==> config.mk <==
export PLATFORM = sky130hd
export DESIGN_NAME = count_pulse_gen_flat
export DESIGN_NICKNAME = d
export VERILOG_FILES = /design/src/rtl/cpg_pkg.sv /design/src/rtl/count_pulse_gen_if.sv /design/src/rtl/btn_sync_edge.sv /design/src/rtl/count_pulse_gen.sv /design/src/flat_wrapper.sv
export SDC_FILE = /design/constraint.sdc
export NUM_CORES = 1
export LEC_CHECK = 0
export CAP_MARGIN = 20
export CORE_MARGIN = 5
export CORE_UTILIZATION = 49
export CTS_CLUSTER_DIAMETER = 80
export DETAILED_ROUTE_END_ITERATION = 6
export PLACE_DENSITY_LB_ADDON = 0.05
export SETUP_SLACK_MARGIN = 0.02
export SLEW_MARGIN = 15
export SYNTH_ARGS = -nofsm -noshare
export SYNTH_HDL_FRONTEND = slang
export SYNTH_SLANG_ARGS = --single-unit
==> constraint.sdc <==
create_clock -name CLK -period 1.7 [get_ports CLK]
set_input_delay 0.34 -clock CLK [delete_from_list [all_inputs] [get_ports CLK]]
set_output_delay 0.34 -clock CLK [all_outputs]
set_load 0.005 [all_outputs]
==> src/rtl/cpg_pkg.sv <==
// Shared constants for the count pulse generator:
// FSM encodings, default timing, LED decode.
package cpg_pkg;

  localparam int PULSE_HI_DEF = 4;
  localparam int PULSE_LO_DEF = 4;

  localparam logic [1:0] ST_IDLE = 2'd0;
  localparam logic [1:0] ST_HIGH = 2'd1;
  localparam logic [1:0] ST_LOW  = 2'd2;
  localparam logic [1:0] ST_FIN  = 2'd3;

  function automatic logic [2:0] therm(
    input logic [1:0] c
  );
    logic [2:0] t;
    unique case (c)
      2'd0: t = 3'b000;
      2'd1: t = 3'b001;
      2'd2: t = 3'b011;
      default: t = 3'b111;
    endcase
    return t;
  endfunction

endpackage

==> src/rtl/count_pulse_gen_if.sv <==
// Button, count and status bundle for
// count_pulse_gen.
interface count_pulse_gen_if;
  logic       SW_START;
  logic [1:0] CNT;
  logic       PULSE;
  logic       BUSY;
  logic       DONE;
  logic [2:0] LED;

  modport master (
    output SW_START, CNT,
    input  PULSE, BUSY, DONE, LED
  );

  modport slave (
    input  SW_START, CNT,
    output PULSE, BUSY, DONE, LED
  );
endinterface

==> src/rtl/btn_sync_edge.sv <==
// Active-low button synchronizer with a
// registered falling-edge strobe.
module btn_sync_edge (
  input  logic clk,
  input  logic rst_n,
  input  logic btn_n,
  output logic fall
);

  logic s1_q, s1_d;
  logic s2_q, s2_d;
  logic prev_q, prev_d;
  logic v1_q, v1_d;
  logic v2_q, v2_d;
  logic armed_q, armed_d;
  logic fall_q, fall_d;

  // v1/v2 mark when s2 holds a real sample;
  // arming needs a genuine release first, so a
  // button held through reset never fires.
  always_comb begin
    s1_d    = btn_n;
    s2_d    = s1_q;
    prev_d  = s2_q;
    v1_d    = 1'b1;
    v2_d    = v1_q;
    armed_d = armed_q | (v2_q & s2_q);
    fall_d  = armed_q & prev_q & ~s2_q;
  end

  always_ff @(posedge clk or negedge rst_n) begin
    if (!rst_n) begin
      s1_q    <= 1'b1;
      s2_q    <= 1'b1;
      prev_q  <= 1'b1;
      v1_q    <= 1'b0;
      v2_q    <= 1'b0;
      armed_q <= 1'b0;
      fall_q  <= 1'b0;
    end else begin
      s1_q    <= s1_d;
      s2_q    <= s2_d;
      prev_q  <= prev_d;
      v1_q    <= v1_d;
      v2_q    <= v2_d;
      armed_q <= armed_d;
      fall_q  <= fall_d;
    end
  end

  assign fall = fall_q;

endmodule

==> src/rtl/count_pulse_gen.sv <==
// Emits CNT unary pulses per button press,
// with busy/done status and a thermometer LED.
module count_pulse_gen
  import cpg_pkg::*;
#(
  parameter int PULSE_HI = PULSE_HI_DEF,
  parameter int PULSE_LO = PULSE_LO_DEF
) (
  input  logic CLK,
  input  logic RSTN,
  count_pulse_gen_if.slave bus
);

  localparam logic [7:0] HI_LD = 8'(PULSE_HI - 1);
  localparam logic [7:0] LO_LD = 8'(PULSE_LO - 1);

  logic       start;
  logic [1:0] state_q, state_d;
  logic [7:0] tmr_q, tmr_d;
  logic [1:0] rem_q, rem_d;
  logic [2:0] led_q, led_d;
  logic       pulse_q, pulse_d;
  logic       busy_q, busy_d;
  logic       done_q, done_d;
  logic       tdone;

  btn_sync_edge u_sync (
    .clk   (CLK),
    .rst_n (RSTN),
    .btn_n (bus.SW_START),
    .fall  (start)
  );

  always_comb begin
    state_d = state_q;
    rem_d   = rem_q;
    led_d   = led_q;
    tdone   = (tmr_q == 8'd0);
    tmr_d   = tdone ? tmr_q : tmr_q - 8'd1;
    unique case (1'b1)
      (state_q == ST_IDLE): begin
        if (start) begin
          rem_d = bus.CNT;
          led_d = therm(bus.CNT);
          if (bus.CNT == 2'd0) begin
            state_d = ST_FIN;
            tmr_d   = 8'd0;
          end else begin
            state_d = ST_HIGH;
            tmr_d   = HI_LD;
          end
        end
      end
      (state_q == ST_HIGH): begin
        if (tdone) begin
          state_d = ST_LOW;
          tmr_d   = LO_LD;
          rem_d   = rem_q - 2'd1;
        end
      end
      (state_q == ST_LOW): begin
        if (tdone) begin
          if (rem_q != 2'd0) begin
            state_d = ST_HIGH;
            tmr_d   = HI_LD;
          end else begin
            state_d = ST_FIN;
            tmr_d   = 8'd0;
          end
        end
      end
      default: begin
        state_d = ST_IDLE;
        tmr_d   = 8'd0;
      end
    endcase
    pulse_d = (state_d == ST_HIGH);
    busy_d  = (state_d != ST_IDLE);
    done_d  = (state_d == ST_FIN);
  end

  always_ff @(posedge CLK or negedge RSTN) begin
    if (!RSTN) begin
      state_q <= ST_IDLE;
      tmr_q   <= 8'd0;
      rem_q   <= 2'd0;
      led_q   <= 3'b000;
      pulse_q <= 1'b0;
      busy_q  <= 1'b0;
      done_q  <= 1'b0;
    end else begin
      state_q <= state_d;
      tmr_q   <= tmr_d;
      rem_q   <= rem_d;
      led_q   <= led_d;
      pulse_q <= pulse_d;
      busy_q  <= busy_d;
      done_q  <= done_d;
    end
  end

  assign bus.PULSE = pulse_q;
  assign bus.BUSY  = busy_q;
  assign bus.DONE  = done_q;
  assign bus.LED   = led_q;

endmodule

==> src/flat_wrapper.sv <==
// flat-port wrapper written by rule: the top's interface ports become plain ports
module count_pulse_gen_flat import cpg_pkg::*;
#(
  parameter int PULSE_HI = PULSE_HI_DEF,
  parameter int PULSE_LO = PULSE_LO_DEF
)
  (CLK, RSTN, bus_SW_START, bus_CNT, bus_PULSE, bus_BUSY, bus_DONE, bus_LED);
  count_pulse_gen_if bus_i ();
  input  logic CLK;
  input  logic RSTN;
  input wire logic [$bits(bus_i.SW_START)-1:0] bus_SW_START;
  input wire logic [$bits(bus_i.CNT)-1:0] bus_CNT;
  output wire logic [$bits(bus_i.PULSE)-1:0] bus_PULSE;
  output wire logic [$bits(bus_i.BUSY)-1:0] bus_BUSY;
  output wire logic [$bits(bus_i.DONE)-1:0] bus_DONE;
  output wire logic [$bits(bus_i.LED)-1:0] bus_LED;
  assign bus_i.SW_START = bus_SW_START;
  assign bus_i.CNT = bus_CNT;
  assign bus_PULSE = bus_i.PULSE;
  assign bus_BUSY = bus_i.BUSY;
  assign bus_DONE = bus_i.DONE;
  assign bus_LED = bus_i.LED;
  count_pulse_gen #(.PULSE_HI(PULSE_HI), .PULSE_LO(PULSE_LO)) u_core (.CLK(CLK), .RSTN(RSTN), .bus(bus_i));
endmodule
# Word-level counts from Yosys, hierarchy flattened

Cells that the tools add are included.

Bitwise logic cells: 5
Reductions and logical operators: 8
Add/sub/neg operators: 2
Mux-type cells: 17
Eq/ne operators: 8

Operator list:

| kind                | count |
|---|---|
| $mux 8              | 4 |
| $pmux 8 s3          | 1 |
| $mux 2              | 9 |
| $pmux 3 s3          | 1 |
| $logic_not 8->1     | 1 |
| $sub 8x1->8 const B | 1 |
| $eq 2x1->1 const B  | 3 |
| $eq 2x2->1 const B  | 3 |
| $pmux 2 s3          | 1 |
| $reduce_bool 2->1   | 3 |
| $logic_not 2->1     | 2 |
| $pmux 2 s2          | 1 |
| $and 1x1->1         | 3 |
| $reduce_and 3->1    | 1 |
| $ne 2x1->1 const B  | 1 |
| $ne 2x2->1 const B  | 1 |
| $reduce_and 2->1    | 1 |
| $sub 2x1->2 const B | 1 |
| $not 1->1           | 1 |
| $or 1x1->1          | 1 |

Bits of input ports: 5
Register bits after elaboration: 25
Logic and storage cells: 54
Output and inout bits: 6

# Longest topological paths before layout

Gate-level depths: netlist of run 1.

Depth after elaboration: 5
Mapped depth: 9
Mapped depth without buffers: 9

# Cells and area by module

From an unflattened synthesis of run 1, not the netlist that was laid out.

Cells, all modules: 108
Area, all modules: 1,156.1 um2

Modules (own cells, without submodules):

| module          | instances | sequential area each (um2) | cells each | area an instance (um2) |
|---|---|---|---|---|
| count_pulse_gen | 1         | 450.4                      | 98         | 955.9 |
| btn_sync_edge   | 1         | 178.9                      | 10         | 200.2 |

# Worst setup path before layout of run 1

OpenSTA, ideal clock, no wires.

Kind: flip-flop to flip-flop
Start point: register u_core.tmr_q[0]
End point: register u_core.tmr_q[0]
Setup slack: -0.154 ns
Setup time: 0.082 ns
Data required time: 1.618 ns
Buffers on the path: 0
Arrival: 1.772 ns
Stages on the path, launching flop included: 10
Period minus slack after synthesis: 1.854 ns
Cell sequence: dfrtp_1 -> inv_1 -> ha_1 -> nor3b_2 -> nand2_2 -> ha_1 -> nor2_1 -> a211oi_1 -> a21oi_1 -> o22ai_1

Cells in the longest elaborated chain, start to end: 4
Elaborated cells on any way between the ends: 7
Classes of those cells: 1 x add/sub; 5 x mux; 1 x reduce/logical

RTL lines:

| what                                                  | line                                                                | RTL |
|---|---|---|
| start, declared                                       | count_pulse_gen.sv:19                                               | `logic [7:0] tmr_q, tmr_d;` |
| start signal, assigned                                | count_pulse_gen.sv:93                                               | `tmr_q <= tmr_d;` |
| $sub 8x1->8 / $logic_not 8->1 (equally long branches) | count_pulse_gen.sv:39, count_pulse_gen.sv:38                        |  |
| $mux 8                                                | count_pulse_gen.sv:39                                               | `tmr_d = tdone ? tmr_q : tmr_q - 8'd1;` |
| $mux 8 (on tied branches)                             | count_pulse_gen.sv:62, count_pulse_gen.sv:42, count_pulse_gen.sv:55 |  |
| $pmux 8 s3 *                                          | count_pulse_gen.sv:40                                               | `unique case (1'b1)` |
| named net u_core.tmr_d[0]                             | count_pulse_gen.sv:19                                               |  |

Mark *: on every way through the listed nets, which the timed path passes. The rest lies on a longest branch.
A chain may end at the register's enable or synchronous reset.

# Worst setup path in the final report of run 1

Start point: register u_core.tmr_q[1]
End point: register u_core.tmr_q[1]

The elaborated chain is that of the path after synthesis.

==> results.cfg, run 1 <==
[timing]
final-hold-violation-count = 0
rsz0062_at_grt = yes
worstMarginPinSlew_ns = 0.513
fmax_mhz = 597
setup_viol = 0
skew_ns = 0.00405
timing.final.crit_period_ns = 1.68
post-route-period-util_pct = 98.6
slew_violations = 0
slew_headroom_pct = 65.8

[routing]
num_vias = 866
drt_iter0_markers = 12
wirelength_um = 2260
vias_per_cell = 5.35
met2_length_um = 1080
drt-met1-wl_um = 1070
ant_nets = 0
top_layer_used = met4
drc = 0
first_pass_iters = 4
route.met3.wl_um = 82
wl_per_cell_um = 13.9

[clock_network]
insertion_delay_ns = 0.32
cts_hold_buffers = 0
cts_buffer_depth = 2
clkSlewWorstSetupHoldPaths_ns = 0.15
cts_tree = yes
cts_buffers = 3
cts_root_buf = clkbuf_4
cts-htree-levels = 1
cts.sinks = 25

[die]
die_width_um = 58.8
start_util_pct = 52.2
rows = 17
num_io_pins = 11
dieArea_um2 = 3460
core-area_um2 = 2230
die_h_um = 58.8

[run_status]
status = finished, final reports clean

[yosys]
synthArstFlopShare_pct = 100
synth.avg_cell_area_um2 = 10.2
yosys_warnings = 0
ys_seq_area_share_pct = 54.0
yosys_register_bits = 25
synth_edf_count = 0
synth.distinct_cells = 36
syn-instance-count = 114
synth_fp_nets = 123
synth-main-ff-cell = dfrtp_1
syn_area_um2 = 1170

[placement]
numPortBuffers = 10
routabilityCongestion = 0.806
hpwl_um = 1640

[global_routing]
grt_pass1_wl_um = 4040
grt_use_total_pct = 15.2
grt_max_degree = 26
grt_pass1_vias = 909
grt_overflow = 0
antenna_found_initial = 0

[setup_path]
crit_required_ns = 1.93
crit_fanout = 5
critPathKind = register to register
cp.arrival_ns = 1.90
worst_setup_path_end_kind = register
cp-start-kind = register

[finish]
antenna_cells = 0
final_layout_size_suffix_gt1_share_pct = 21.6
final_core_util_pct = 64.6
area_growth_pct = 23.7
fillers = 199
final_nets = 144

[power_and_ir_drop]
max-vdd-ir-drop_mv = 0.901
power_uw = 2540
p_leak_uw = 0.000638
power.density_nw_per_um2 = 1760

[run]
drv_cap = 0

[worst_hold_path]
hp-class = input port to async pin
report_power, final:
group,switching (uW),internal [uW]
Clock,189,95.8
Combinational,587,661
Sequential,222,785
layout by cell type (no fill, tap or decap), drive strengths merged, types with 4 or more instances in the layout:
| master | Yosys | final |
|---|---|---|
| nand2 | 13 | 13 |
| nor2 | 15 | 15 |
| ha | 4 | 4 |
| clkdlybuf4s50 | 0 | 10 |
| nand3 | 5 | 5 |
| inv | 6 | 7 |
| dfrtp | 22 | 22 |
| nor3 | 4 | 4 |
| buf | 0 | 10 |
| a21oi | 6 | 6 |
repair_timing:
item | CTS | global route
endpoints found under the setup margin | 3 | 6
hold endpoints to repair | 0 | 0
gates resized for setup | 0 | 9
setup buffers | 1 | 0
pin swaps | 0 | 1
path summary, 6_finish.rpt:
kind	to	depth (start not counted)	slack, ns	start
worst min-delay path	u_core.tmr_q[4]	2	0.35	RSTN
max in group asynchronous	u_core.u_sync.prev_q	2	1.06	RSTN
worst max register to register	u_core.tmr_q[1]	7	0.02	u_core.tmr_q[1]
worst max-delay path	u_core.tmr_q[1]	7	0.02	u_core.tmr_q[1]
worst min register to register	u_core.u_sync.prev_d	0	0.37	u_core.u_sync.s1_q
min in group CLK	u_core.u_sync.prev_d	0	0.37	u_core.u_sync.s1_q
state kept, by name, summed over array words and instances (netlist names), 2 cells and up:
register,cells
u_core.bus.LED,3
u_core.rem_q,2
u_core.tmr_q,8
u_core.state_q,2
cell type report:
| type | instances | area [um^2] | share of cell area [%] |
|---|---|---|---|
| sequential | 25 | 629 | 43.6 |
| multi-input combinational | 79 | 546 | 37.8 |
| timing repair buffer | 20 | 179 | 12.4 |
| tap | 28 | 35.0 | 2.43 |
| clock buffer | 3 | 22.5 | 1.56 |
| inverter | 6 | 22.5 | 1.56 |
| clock inverter | 1 | 8.76 | 0.607 |
per-layer routing:
layer / vias to the layer above / track usage, %
li1: 435 / -
met5: - / 0
met3: 2 / 2.85
met4: 0 / 6.47
met1: 419 / 21.2
met2: 10 / 23.2
cell usage after synthesis, drive strengths merged, types with 3 or more instances:
| cell type | instances | area share (%) |
|---|---|---|
| a211oi | 3 | 1.9 |
| nor3 | 4 | 1.7 |
| clkbuf | 4 | 1.3 |
| ha | 4 | 4.3 |
| nand3 | 5 | 2.1 |
| a21o | 3 | 1.9 |
| a21oi | 6 | 2.6 |
| inv | 6 | 1.9 |
| xnor2 | 3 | 2.3 |
| dfstp | 3 | 6.8 |
| nand2 | 13 | 4.4 |
| dfrtp | 22 | 47 |
| nor2 | 15 | 4.8 |
metrics by stage:
stage | TNS [ns] | setup slack, ns | hold slack (ns) | instance area [um^2] | std cells
finish | 0 | 0.0241 | 0.349 | 1440 | 162
global placement | 0 | 0.0373 | 0.340 | 1370 | 157
floorplan | -0.113 | -0.113 | 0.0444 | 1180 | 114
global route | -0.180 | -0.0735 | 0.357 | 1440 | 162
detailed placement | 0 | 0.00189 | 0.344 | 1370 | 157
CTS | 0 | 0.000693 | 0.351 | 1410 | 162
cell families after synthesis:
group	share of synthesized area (%)
fa+ha+maj	4.29
other cells	0.322
mux	0.858
compound gates	13.7
buf+inv	3.22
flops	54.0
simple gates	19.9
xor+xnor	3.76
critical path: stages, from the launching register on:
cell,delay (ns)
dfrtp_1,0.42
inv_2,0.08
ha_4,0.12
nor3b_4,0.20
buf_4,0.17
nand3_1,0.09
a21o_1,0.19
a221o_1,0.31
Power figures use the tool's default switching activity.
==> run 2: changes to the inputs <==
--- a/config.mk
+++ b/config.mk
@@ -10,6 +10,7 @@
 export CORE_UTILIZATION = 49
 export CTS_CLUSTER_DIAMETER = 80
 export DETAILED_ROUTE_END_ITERATION = 6
+export GPL_TIMING_DRIVEN = 0
 export PLACE_DENSITY_LB_ADDON = 0.05
 export SETUP_SLACK_MARGIN = 0.02
 export SLEW_MARGIN = 15
==> run 2 against run 1 <==
The flow now finishes with violations (setup timing). Global-route usage barely moved. Die area is the same. Cell count up 4.9%. Clock power is essentially flat. Utilization grew 3.5 points. Sequential power fell by 6%. Total power increased by 8.6%. First-iteration DRC count up 58%. Critical path type unchanged. Clock-buffer cell count did not move. Critical path depth up 1. Critical endpoint unchanged. Clock skew grew 0.0034 ns. Combinational power rose by 22%.
==> results.cfg, run 2 (synthesized netlist as in run 1, its figures left out) <==
[finish]
layout_common_cells = dfrtp_1 (20), nor2_1 (14), nand2_1 (12), buf_4 (11), clkdlybuf4s50_1 (9)
final_layout_size_suffix_gt1_share_pct = 26.8
final_core_util_pct = 68.1
fillers = 167
layout_commonest_cell = dfrtp_1
area_growth_pct = 30.4
antenna_cells = 0
final_nets = 152
top_register = u_core.tmr_q
largest_register_ffs = 8

[global_routing]
grt_busiest_layer = met2
grt_use_total_pct = 15.2
grt_pass1_vias = 884
grt_overflow = 0
grt_pass1_wl_um = 4000
use_met2_pct = 23.0
grt_max_degree = 26
antenna_found_initial = 0
met3_usage_pct = 4.39
globalRouteMet1Util_pct = 19.9

[die]
core-area_um2 = 2230
dieArea_um2 = 3460
die_width_um = 58.8
die_h_um = 58.8
rows = 17
start_util_pct = 52.2
num_io_pins = 11

[power_and_ir_drop]
comb_power_share_pct = 55.1
p_sw_uw = 1100
switching_share_pct = 39.8
p_int_uw = 1660
p_clk_share_pct = 10.4
max-vdd-ir-drop_mv = 0.887
power.density_nw_per_um2 = 1810
seq_power_share_pct = 34.5
p_leak_uw = 0.000675
power_uw = 2760

[setup_path]
cp-start-kind = register
worst_setup_path_end_kind = register
worstReg2RegStart = u_core.tmr_q[1]
crit_fanout = 7
endpoint = u_core.tmr_q[1]
cp.arrival_ns = 2.05
crit_path_start = u_core.tmr_q[1]
r2r_setup_slack_ns = -0.12
reg2regPathDepth = 8
critPathKind = register to register
crit_required_ns = 1.93
r2r_end = u_core.tmr_q[1]

[timing]
slew_violations = 0
slew_headroom_pct = 63.8
post-route-period-util_pct = 107
skew_ns = 0.00749
rsz0062_at_grt = yes
worst_hold_slack_ns = 0.376
tns_ns = -0.323
final-hold-violation-count = 0
worstMarginPinSlew_ns = 0.542
fin_ws_ns = -0.123
fmax_mhz = 549
timing.final.crit_period_ns = 1.82
setup_viol = 4

[routing]
num_vias = 933
drt_iter0_markers = 19
wl_per_cell_um = 14.6
ant_nets = 0
vias_per_cell = 5.49
first_pass_iters = 4
wirelength_um = 2470
drc = 0

[run_status]
violations = setup timing
status = finished with violations

[clock_network]
cts.sinks = 25
cts-htree-levels = 1
cts_tree = yes
cts_root_buf = clkbuf_4
insertion_delay_ns = 0.33
clkSlewWorstSetupHoldPaths_ns = 0.15
cts_buffer_depth = 2
cts_buffers = 3

[placement]
place_ws_ns = -0.310
routabilityCongestion = 0.828
hpwl_um = 1510
numPortBuffers = 10

[run]
drv_cap = 0

[worst_hold_path]
hp-class = register to register
## run 2: cell types whose count changed in the layout (fill, tap and decap cells not counted), moves of 2 or more
cell,before,now
dfrtp_1,22,20
buf_4,9,11
dfrtp_2,0,2
clkbuf_1,0,4
nand3_1,5,3
## run 2: worst min-delay path by stage
stage,from,endpoint,depth (start not counted)
final,u_core.u_sync.s1_q,u_core.u_sync.prev_d,0
after floorplan,RSTN,u_core.bus.BUSY,0
after global placement,u_core.u_sync.v1_q,u_core.u_sync.v2_q,0
after CTS,u_core.u_sync.s1_q,u_core.u_sync.prev_d,0
after detailed placement,u_core.u_sync.s1_q,u_core.u_sync.prev_d,0
after global routing,bus_SW_START,u_core.u_sync.s1_q,1
## run 2: power groups by stage
stage          Sequential [uW]  Clock, uW  Combinational (uW)
6_report                   951        287                1520
5_1_grt                    975        334                1680
4_1_cts                    940        307                1320
3_5_place_dp               969          0                1110
3_3_place_gp               955          0                1090
2_1_floorplan              943          0                 814
## run 2: stage by stage
step                      cells  instance area (um^2)
after detailed placement    152                  1320
after floorplan             114                  1180
after global routing        170                  1520
final                       170                  1520
after CTS                   164                  1430
after global placement      152                  1320
## run 2: what timing repair did
| item | CTS | global route |
|---|---|---|
| resized for setup | 7 | 10 |
| hold buffers | 0 | 1 |
| setup buffers | 8 | 5 |
| endpoints found under the hold margin | 0 | 9 |
| pin swaps | 2 | 6 |
| endpoints found under the setup margin | 11 | 12 |
## run 2: layout make-up
class | instances | area, um^2 | area share, %
clock buffer | 3 | 22.5 | 1.48
timing repair buffer | 24 | 210 | 13.8
sequential | 25 | 632 | 41.6
inverter | 6 | 22.5 | 1.48
tap | 28 | 35.0 | 2.30
buffer | 4 | 15.0 | 0.988
clock inverter | 1 | 8.76 | 0.576
multi-input combinational | 79 | 574 | 37.8
## run 2: layer usage
layer / vias to the layer above / share of wire (%)
met2: 25 / 47
met5: - / 0
met4: 0 / 2.2
met1: 448 / 45
met3: 7 / 6.0
li1: 453 / -
## run 2: worst max-delay path: stages, from the launching register on
cell,delay [ns]
dfrtp_1,0.44
inv_2,0.10
ha_4,0.12
nor3b_4,0.25
nand2_4,0.09
buf_4,0.15
buf_6,0.12
mux2i_1,0.11
a221o_1,0.35
==> run 3: changes to the inputs <==
--- a/config.mk
+++ b/config.mk
@@ -12,7 +12,7 @@
 export DETAILED_ROUTE_END_ITERATION = 6
 export GPL_TIMING_DRIVEN = 0
 export PLACE_DENSITY_LB_ADDON = 0.05
-export SETUP_SLACK_MARGIN = 0.02
+export SETUP_SLACK_MARGIN = 0.3
 export SLEW_MARGIN = 15
 export SYNTH_ARGS = -nofsm -noshare
 export SYNTH_HDL_FRONTEND = slang
==> run 3 against run 2 <==
The flow finishes with violations (hold timing, setup timing). Clock-buffer cell count stayed put. Sequential share of layout area is 0.63 points lower. Non-clock buffer count stayed put. Worst setup slack worse by 0.019 ns.
==> results.cfg, run 3 (synthesized netlist as in run 1, its figures left out) <==
[global_routing]
grt_use_total_pct = 16.5
grt_pass1_wl_um = 4280
grt_max_degree = 26
grt_pass1_vias = 911
antenna_found_initial = 0
grt_overflow = 0

[die]
die_width_um = 58.8
start_util_pct = 52.2
die_h_um = 58.8
dieArea_um2 = 3460
core-area_um2 = 2230
num_io_pins = 11
rows = 17

[clock_network]
insertion_delay_ns = 0.33
cts_hold_buffers = 0
cts-htree-levels = 1
clkSlewWorstSetupHoldPaths_ns = 0.15
cts_tree = yes
cts_buffer_depth = 2
cts.sinks = 25
cts_buffers = 3
cts_root_buf = clkbuf_4

[setup_path]
path_common_cell = ha_4
r2r_setup_slack_ns = -0.14
worst_setup_path_end_kind = register
crit_required_ns = 1.96
crit_chain = inv_2 > ha_4 > nor3b_4 > nand2_4 > ha_4 > nor2_2 > a211oi_2 > a21oi_1 > o22ai_1
cp.arrival_ns = 2.10
cp-start-kind = register
cpMaxStageDelayCell = dfrtp_2
slowest_delay_ns = 0.45
crit_family = compound AO/OA/AOI/OAI gates
critPathKind = register to register
crit_fanout = 2
critPathBufInv = 1

[timing]
fmax_mhz = 543
tns_ns = -0.263
final-hold-violation-count = 22
slew_violations = 0
slew_headroom_pct = 64.1
timing.final.crit_period_ns = 1.84
worst_hold_slack_ns = -0.0367
skew_ns = 0.00298
post-route-period-util_pct = 108
setup_viol = 4
rsz0062_at_grt = yes
fin_ws_ns = -0.142
worstMarginPinSlew_ns = 0.539

[finish]
area_growth_pct = 32.6
layout_commonest_cell = dfrtp_1
final_area_um2 = 1550
final_nets = 152
antenna_cells = 0
final_core_util_pct = 69.2
final_layout_size_suffix_gt1_share_pct = 32.4
finalNonFillerCells = 170
top_register = u_core.tmr_q
fillers = 179
layout_common_cells = dfrtp_1 (19), nor2_1 (14), nand2_1 (12), buf_4 (11)
largest_register_ffs = 8

[routing]
drt_iter0_markers = 16
wl_per_cell_um = 14.9
ant_nets = 0
num_vias = 946
vias_per_cell = 5.56
wirelength_um = 2530
drc = 0
first_pass_iters = 4

[power_and_ir_drop]
p_leak_uw = 0.000699
max-vdd-ir-drop_mv = 0.988
power.density_nw_per_um2 = 1830

[placement]
hpwl_um = 1490
dp.cells = 152
routabilityCongestion = 0.826
numPortBuffers = 10
postPlaceCellArea_um2 = 1320

[run_status]
violations = hold timing, setup timing
status = finished with violations

[worst_hold_path]
hp-class = input port to async pin

[run]
drv_cap = 0
==> run 3: cell count changes in the layout (fill, tap and decap cells not counted), sizes merged <==
cell	before	now
clkdlybuf4s50	9	3
dlygate4sd3	1	0
dlygate4sd2	0	6
buf	14	15
==> run 3: timing repair <==
item	4_1_cts	5_1_grt
endpoints found under the setup margin	19	17
resized for setup	18	17
buffers inserted	11	3
hold endpoints to repair	0	0
pin swaps	4	7
==> run 3: worst reg2reg max path: stages (launching register included) <==
cell and delay (ns):
dfrtp_2 0.45, inv_2 0.08, ha_4 0.11, nor3b_4 0.25
nand2_4 0.10, ha_4 0.28, nor2_2 0.03, a211oi_2 0.21
a21oi_1 0.08, o22ai_1 0.18
==> run 3: stage by stage <==
stage / setup slack (ns) / power [uW] / hold WS [ns]
after floorplan: -0.113 / 1760 / 0.0444
after global placement: -0.292 / 2050 / 0.337
after detailed placement: -0.302 / 2080 / 0.352
after CTS: -0.0318 / 2610 / 0.373
after global routing: -0.284 / 3070 / 0.00222
final: -0.142 / 2830 / -0.0367
==> run 3: area by class of cell <==
type | count | area (um^2) | share of cell area, %
buffer | 4 | 17.5 | 1.13
clock buffer | 3 | 22.5 | 1.46
inverter | 6 | 22.5 | 1.46
timing repair buffer | 24 | 204 | 13.2
sequential | 25 | 633 | 40.9
clock inverter | 1 | 8.76 | 0.566
multi-input combinational | 79 | 603 | 39.0
tap | 28 | 35.0 | 2.27
==> run 3: power breakdown <==
| part | internal (uW) | switching (uW) |
|---|---|---|
| sequential | 791 | 162 |
| clock | 96.1 | 198 |
| combinational | 782 | 797 |
| total | 1670 | 1160 |
==> run 3: routing by layer <==
| layer | GRT usage, % | share of wire [%] | up-vias |
|---|---|---|---|
| li1 | - | - | 453 |
| met1 | 22.3 | 43 | 454 |
| met2 | 24.3 | 48 | 33 |
| met3 | 2.85 | 6.4 | 6 |
| met4 | 10.7 | 2.6 | 0 |
| met5 | 0 | 0 | - |
==> run 3: final timing paths <==
path,from,to,depth (start not counted)
setup / recovery,u_core.tmr_q[0],u_core.tmr_q[0],9
hold / removal,RSTN,u_core.tmr_q[4],1
setup reg to reg,u_core.tmr_q[0],u_core.tmr_q[0],9
hold reg to reg,u_core.u_sync.s1_q,u_core.u_sync.prev_d,0
max in group asynchronous,RSTN,u_core.tmr_q[0],1
min in group CLK,u_core.u_sync.s1_q,u_core.u_sync.prev_d,0
